## src/rtl/fsm_pattern_tx.sv

```systemverilog
// Sync-marked serial frame transmitter: 0110 sync, MSB-first payload, optional parity, stop bit.
// Optional feature: define PARITY_EN to compile in the even-parity bit after the payload.
module fsm_pattern_tx #(
    parameter int unsigned DATA_W       = 8,
    parameter int unsigned CLKS_PER_BIT = 1
) (
    input  logic              clk,
    input  logic              reset,
    input  logic [DATA_W-1:0] tx_data,
    input  logic              tx_valid,
    output logic              tx_ready,
    output logic              out,
    output logic              busy,
    output logic              done
);
    // One counter serves as the 2-bit sync index and as the payload bit counter.
    localparam int unsigned CntMax = (DATA_W > 4) ? DATA_W : 4;
    localparam int unsigned CntW   = $clog2(CntMax);
    localparam int unsigned DivW   = (CLKS_PER_BIT > 1) ? $clog2(CLKS_PER_BIT) : 1;

    localparam logic [CntW-1:0] LastData = CntW'(DATA_W - 1);
    localparam logic [CntW-1:0] LastSync = CntW'(3);
    localparam logic [DivW-1:0] LastDiv  = DivW'(CLKS_PER_BIT - 1);

    typedef enum logic [2:0] {
        StIdle   = 3'd0,
        StSync   = 3'd1,
        StData   = 3'd2,
`ifdef PARITY_EN
        StParity = 3'd3,
`endif
        StStop   = 3'd4
    } state_e;

    state_e            state_q;
    logic [DATA_W-1:0] shift_q;
    logic [CntW-1:0]   cnt_q;
    logic [DivW-1:0]   div_q;
`ifdef PARITY_EN
    logic              parity_q;
`endif

    logic              bit_end;
    logic [DATA_W-1:0] shift_nxt;
    logic [1:0]        sync_idx_nxt;
    logic              sync_bit_nxt;

    assign tx_ready     = (state_q == StIdle);
    assign bit_end      = (div_q == LastDiv);
    assign shift_nxt    = shift_q << 1;
    assign sync_idx_nxt = cnt_q[1:0] + 2'd1;
    // Pattern 0110 indexed 0..3 equals the XOR of the index bits.
    assign sync_bit_nxt = sync_idx_nxt[1] ^ sync_idx_nxt[0];

    always_ff @(posedge clk) begin
        if (!reset) begin
            state_q  <= StIdle;
            shift_q  <= '0;
            cnt_q    <= '0;
            div_q    <= '0;
            out      <= 1'b1;
            busy     <= 1'b0;
            done     <= 1'b0;
`ifdef PARITY_EN
            parity_q <= 1'b0;
`endif
        end else begin
            done <= 1'b0;
            if (state_q != StIdle) begin
                div_q <= bit_end ? '0 : div_q + 1'b1;
            end
            case (state_q)
                StIdle: begin
                    out  <= 1'b1;
                    busy <= 1'b0;
                    if (tx_valid) begin
                        shift_q  <= tx_data;
`ifdef PARITY_EN
                        parity_q <= ^tx_data;
`endif
                        cnt_q    <= '0;
                        div_q    <= '0;
                        out      <= 1'b0;
                        busy     <= 1'b1;
                        state_q  <= StSync;
                    end
                end
                StSync: begin
                    if (bit_end) begin
                        if (cnt_q == LastSync) begin
                            cnt_q   <= '0;
                            out     <= shift_q[DATA_W-1];
                            state_q <= StData;
                        end else begin
                            cnt_q <= cnt_q + 1'b1;
                            out   <= sync_bit_nxt;
                        end
                    end
                end
                StData: begin
                    if (bit_end) begin
                        if (cnt_q == LastData) begin
                            cnt_q   <= '0;
`ifdef PARITY_EN
                            out     <= parity_q;
                            state_q <= StParity;
`else
                            out     <= 1'b1;
                            state_q <= StStop;
`endif
                        end else begin
                            cnt_q   <= cnt_q + 1'b1;
                            shift_q <= shift_nxt;
                            out     <= shift_nxt[DATA_W-1];
                        end
                    end
                end
`ifdef PARITY_EN
                StParity: begin
                    if (bit_end) begin
                        out     <= 1'b1;
                        state_q <= StStop;
                    end
                end
`endif
                StStop: begin
                    if (bit_end) begin
                        out     <= 1'b1;
                        busy    <= 1'b0;
                        done    <= 1'b1;
                        state_q <= StIdle;
                    end
                end
                default: begin
                    out     <= 1'b1;
                    busy    <= 1'b0;
                    cnt_q   <= '0;
                    div_q   <= '0;
                    state_q <= StIdle;
                end
            endcase
        end
    end

endmodule

```

## config.mk

```make
export PLATFORM = sky130hd
export DESIGN_NAME = fsm_pattern_tx
export DESIGN_NICKNAME = d
export VERILOG_FILES = /design/src/rtl/fsm_pattern_tx.sv
export SDC_FILE = /design/constraint.sdc
export NUM_CORES = 1
export LEC_CHECK = 0
export CORE_UTILIZATION = 30
export DETAILED_ROUTE_END_ITERATION = 16
export PLACE_DENSITY = 0.49
export SLEW_MARGIN = 10
export SYNTH_ARGS = -nofsm -noshare
export SYNTH_HDL_FRONTEND = slang
export SYNTH_SLANG_ARGS = --single-unit
```

## constraint.sdc

```tcl
create_clock -name clk -period 2.5 [get_ports clk]
set_input_delay 0.25 -clock clk [delete_from_list [all_inputs] [get_ports clk]]
set_output_delay 0.25 -clock clk [all_outputs]
set_load 0.02 [all_outputs]
```

Yosys cells after proc, flatten, opt, wreduce, memory -nomap -nowiden
Index checks and enable logic that the tools add are counted.

storage, ports and cells
  logic and storage cells = 68
  output and inout bits = 4
  bits in registers = 18

operators by class
  reduce and logical (&&, ||, !) cells = 11
  equality and inequality tests = 12
  multiplexer cells = 32
  add/subtract/negate cells = 3
  bitwise logic cells = 3

operator list
  kind                   number
  $mux W3                11
  $mux W8                3
  $pmux W3 S4            2
  $pmux W8 S2            1
  $ne A2 B2 Y1 const B   7
  $mux W1                12
  $reduce_and A4 Y1      2
  $eq A3 B2 Y1 const B   2
  $eq A3 B3 Y1 const B   2
  $reduce_and A6 Y1      1
  $pmux W1 S4            1
  $reduce_and A2 Y1      2
  $add A3 B1 Y3 const B  1
  $eq A3 B1 Y1 const B   1
  $logic_not A3 Y1       1
  $pmux W1 S3            1
  $reduce_and A3 Y1      1
  $reduce_bool A3 Y1     1
  $reduce_or A3 Y1       1
  $add A2 B1 Y2 const B  1
  $not A1 Y1             2
  $pmux W1 S2            1
  $reduce_bool A2 Y1     1
  $reduce_or A2 Y1       1
  other kinds (2)        2

Longest topological paths before layout
  depth after elaboration = 5
  mapped depth = 7

Worst setup path before layout
No wires, ideal clock.

  path kind = reg-to-reg
  start = register cnt_q[0]
  end = register shift_q[5]
  arrival time = 1800 ps
  period minus slack after synthesis = 1916 ps
  data required time = 2384 ps
  slack = 584 ps
  stages on the path, launching flop included = 8
  path through = dfxtp_1 ha_1 ha_1 or3b_4 a211oi_4 buf_6 nand2_1 o211a_1

on the way
  cells in the longest elaborated chain, start to end = 3

ends and longest elaborated chain
  element                             RTL line  text
  start, declared                     37        logic [CntW-1:0] cnt_q;
  start signal, assigned              95        cnt_q <= cnt_q + 1'b1;
  start signal, assigned              112       cnt_q <= cnt_q + 1'b1;
  $eq A3 B3 Y1                        102       if (cnt_q == LastData) begin
  $ne A2 B2 Y1 (no source line)       --
  $reduce_and A4 Y1 (no source line)  --
  end signal, assigned                77        shift_q <= tx_data;
  end signal, assigned                113       shift_q <= shift_nxt;
  end, declared                       36        logic [DATA_W-1:0] shift_q;

Every way passes these cells.
A chain may end at the register's enable or synchronous reset.

Worst setup path in the final report
Ends and elaborated chain as after synthesis.

==> results.yml <==
placement:
  io_buffer_count: 14
  dp_hpwl_um: 1420
  gpl.final_weighted_congestion: 0.710
synth:
  yosysWarnings: 0
  synth_fp_nets: 128
  synthCells: 112
  synth_edf_count: 0
  ys_seq_area_share_pct: 35.1
  ys_ff_latch: 18
  ys.flop_type: "dfxtp_1"
  ys_types: 35
  synthArstFlopShare_pct: 0
  synth_top_area_share_pct: 35.1
  synth_area_leaders: "dfxtp_1 (35%), mux2i_1 (7.8%), o211a_1 (7.8%)"
  syn-cell-area_um2: 1030
  yosys.area.top_type: "dfxtp_1"
  synth_area_per_cell_um2: 9.16
min_path:
  hold_start: "shift_q[0]"
  min_path_type: "flop to flop"
  hold_path_end: "shift_q[0]"
  hold_depth: 2
clock_network:
  cts_tree: "built"
  cts_resized: 0
  cts_hold_buffers: 0
  clock_path_buffers: 2
  cts.htree.levels: 1
  cts.sinks: 18
  ctsRootBufferMaster: "clkbuf_4"
  cts_setup_buffers: 0
  clkTransAtPathRegs_ns: 0.11
  cts_buffers: 3
  insertion_delay_ns: 0.30
critical_path:
  critical_path_class: "flop to flop"
  critPathRequiredTime_ns: 2.70
  reg2reg_from: "cnt_q[0]"
  r2r_setup_slack_ns: 0.32
  rr_worst_depth: 6
  worstPathArrival_ns: 2.38
  cp-end-kind: "flop"
  startpoint_type: "flop"
  r2r_end: "shift_q[5]"
  crit_fanout: 16
floorplanning:
  chipHeight_um: 60.5
  io_pins: 15
  dieWidth_um: 60.5
  rows: 20
  initial_core_util_pct: 32.5
  core_area_um2: 3150
  die-area_um2: 3660
pwr:
  comb_power_share_pct: 14.2
  p_leak_nw: 0.531
  pwr-share-seq_pct: 54.1
  power_switching_uw: 147
  fin_total_pwr_uw: 583
  pwr-share-clk_pct: 31.7
  switching_share_pct: 25.2
  intPower_uw: 436
  vdd_drop_max_mv: 0.253
  p_per_area_nw_per_um2: 473
route:
  wire_per_inst_um: 12.2
  drt_iter0_drc: 31
  drc: 0
  dr_total_vias: 837
  vias_per_cell: 4.98
  firstDrtPassIters: 2
  routed_wirelength_um: 2050
  drt.antenna.violating_nets: 0
sta:
  fin_crit_ns: 2.18
  tns_ns: 0
  setup_viol: 0
  skew_ns: 0.00621
  fmax_mhz: 458
  final-hold-violation-count: 0
  finalCritPeriodShare_pct: 87.3
  rsz0062_at_grt: "no"
  worst_pin_slew_ns: 0.605
  final_max_slew_viol_count: 0
  slew_headroom_pct: 59.6
global_route:
  grt.total_usage_pct: 13.6
  overflow: 0
  antenna_found_initial: 0
  grt_max_degree: 19
  grt_pass1_vias: 808
  grt_pass1_wl_um: 3740
finish:
  drive_gt1_share_pct: 7.26
  insertedDiodeCount: 0
  nNetsFinal: 141
  area_growth_pct: 20.1
status:
  status: "complete, no violations"
job:
  cap_viol_max_count: 0
synthesized netlist by cell type, types with 3 or more instances:
library cell and count:
inv_1 3, nor2_1 5, nor2b_1 3, mux2i_1 8
nor3b_1 4, dfxtp_1 18, ha_1 5, nand2b_1 6
nand2_1 13, o211a_1 8, a21oi_1 4, clkbuf_1 4
per-layer routing:
metal  up-vias  part of all wire [%]  track usage (%)
li1        424                     -                -
met1       401                    50             17.7
met2        10                    46             21.8
met3         2                   3.1             3.84
met4         0                  0.73             3.90
met5         -                     0                0
final cells by class:
type,count,area (µm²)
fillers,347,1920
clock buffers,4,36.3
multi-input cells,82,607
flip-flops and latches,18,360
well taps,44,55.1
inverters,3,11.3
repair buffers,17,163
worst max-delay path, cell delays in order, from the launching register on:
cell and delay (ns):
dfxtp_1 0.36, ha_1 0.25, ha_1 0.23, or3b_4 0.39, a211oi_4 0.58, nand2_1 0.12
o211a_1 0.15
worst max path at each step:
| stage | start | endpoint | slack [ns] | cells after the start |
|---|---|---|---|---|
| floorplan | cnt_q[0] | shift_q[5] | 0.58 | 7 |
| global placement | cnt_q[0] | shift_q[6] | 0.39 | 6 |
| detailed placement | cnt_q[0] | shift_q[2] | 0.33 | 6 |
| CTS | cnt_q[0] | shift_q[0] | 0.31 | 6 |
| global route | cnt_q[0] | shift_q[5] | 0.11 | 6 |
| finish | cnt_q[0] | shift_q[5] | 0.32 | 6 |
power groups by stage:
stage          clock network, mW  registers, mW  logic [mW]
2_1_floorplan                  0          0.318      0.0550
3_3_place_gp                   0          0.322      0.0823
3_5_place_dp                   0          0.322      0.0832
4_1_cts                    0.200          0.316      0.0837
5_1_grt                    0.212          0.319      0.0923
6_report                   0.185          0.315      0.0826
sequential cells by signal (all words and copies together), names as in the netlist:
signal   flops
shift_q      8
busy         1
div_q        1
done         1
out          1
cnt_q        3
state_q      3
cells by family after synthesis:
group                      after synthesis  synth area share, %
and+or+nand+nor                         42                 23.4
buffers and inverters                   12                 5.73
xor gates and xnor gates                 2                 1.71
adders and majority gates                5                 6.10
AOI/OAI and AO/OA                       25                 20.1
DFF                                     18                 35.1
muxes                                    8                 7.81
cell usage in the layout (no fill, tap or decap), types with 4 or more instances in the layout:
cell type / netlist / final
clkdlybuf4s50_1: 0 / 14
nand2b_1: 6 / 6
nand2_1: 13 / 13
ha_1: 5 / 5
nor2_1: 5 / 5
a21oi_1: 4 / 4
o211a_1: 8 / 8
dfxtp_1: 18 / 18
nor3b_1: 4 / 4
mux2i_1: 8 / 8
stage by stage:
| stage | setup slack (ns) | util, % | instance area [µm²] | instances | hold slack (ns) |
|---|---|---|---|---|---|
| after floorplan | 0.584 | - | 1030 | 112 | 0.416 |
| after global placement | 0.393 | 37.9 | 1200 | 164 | 0.462 |
| after detailed placement | 0.327 | 37.9 | 1200 | 164 | 0.468 |
| after CTS | 0.305 | 39.1 | 1230 | 168 | 0.488 |
| after global routing | 0.105 | 39.1 | 1230 | 168 | 0.510 |
| final | 0.319 | 39.1 | 1230 | 168 | 0.484 |
Note: power is estimated with default switching activity, not from simulation.
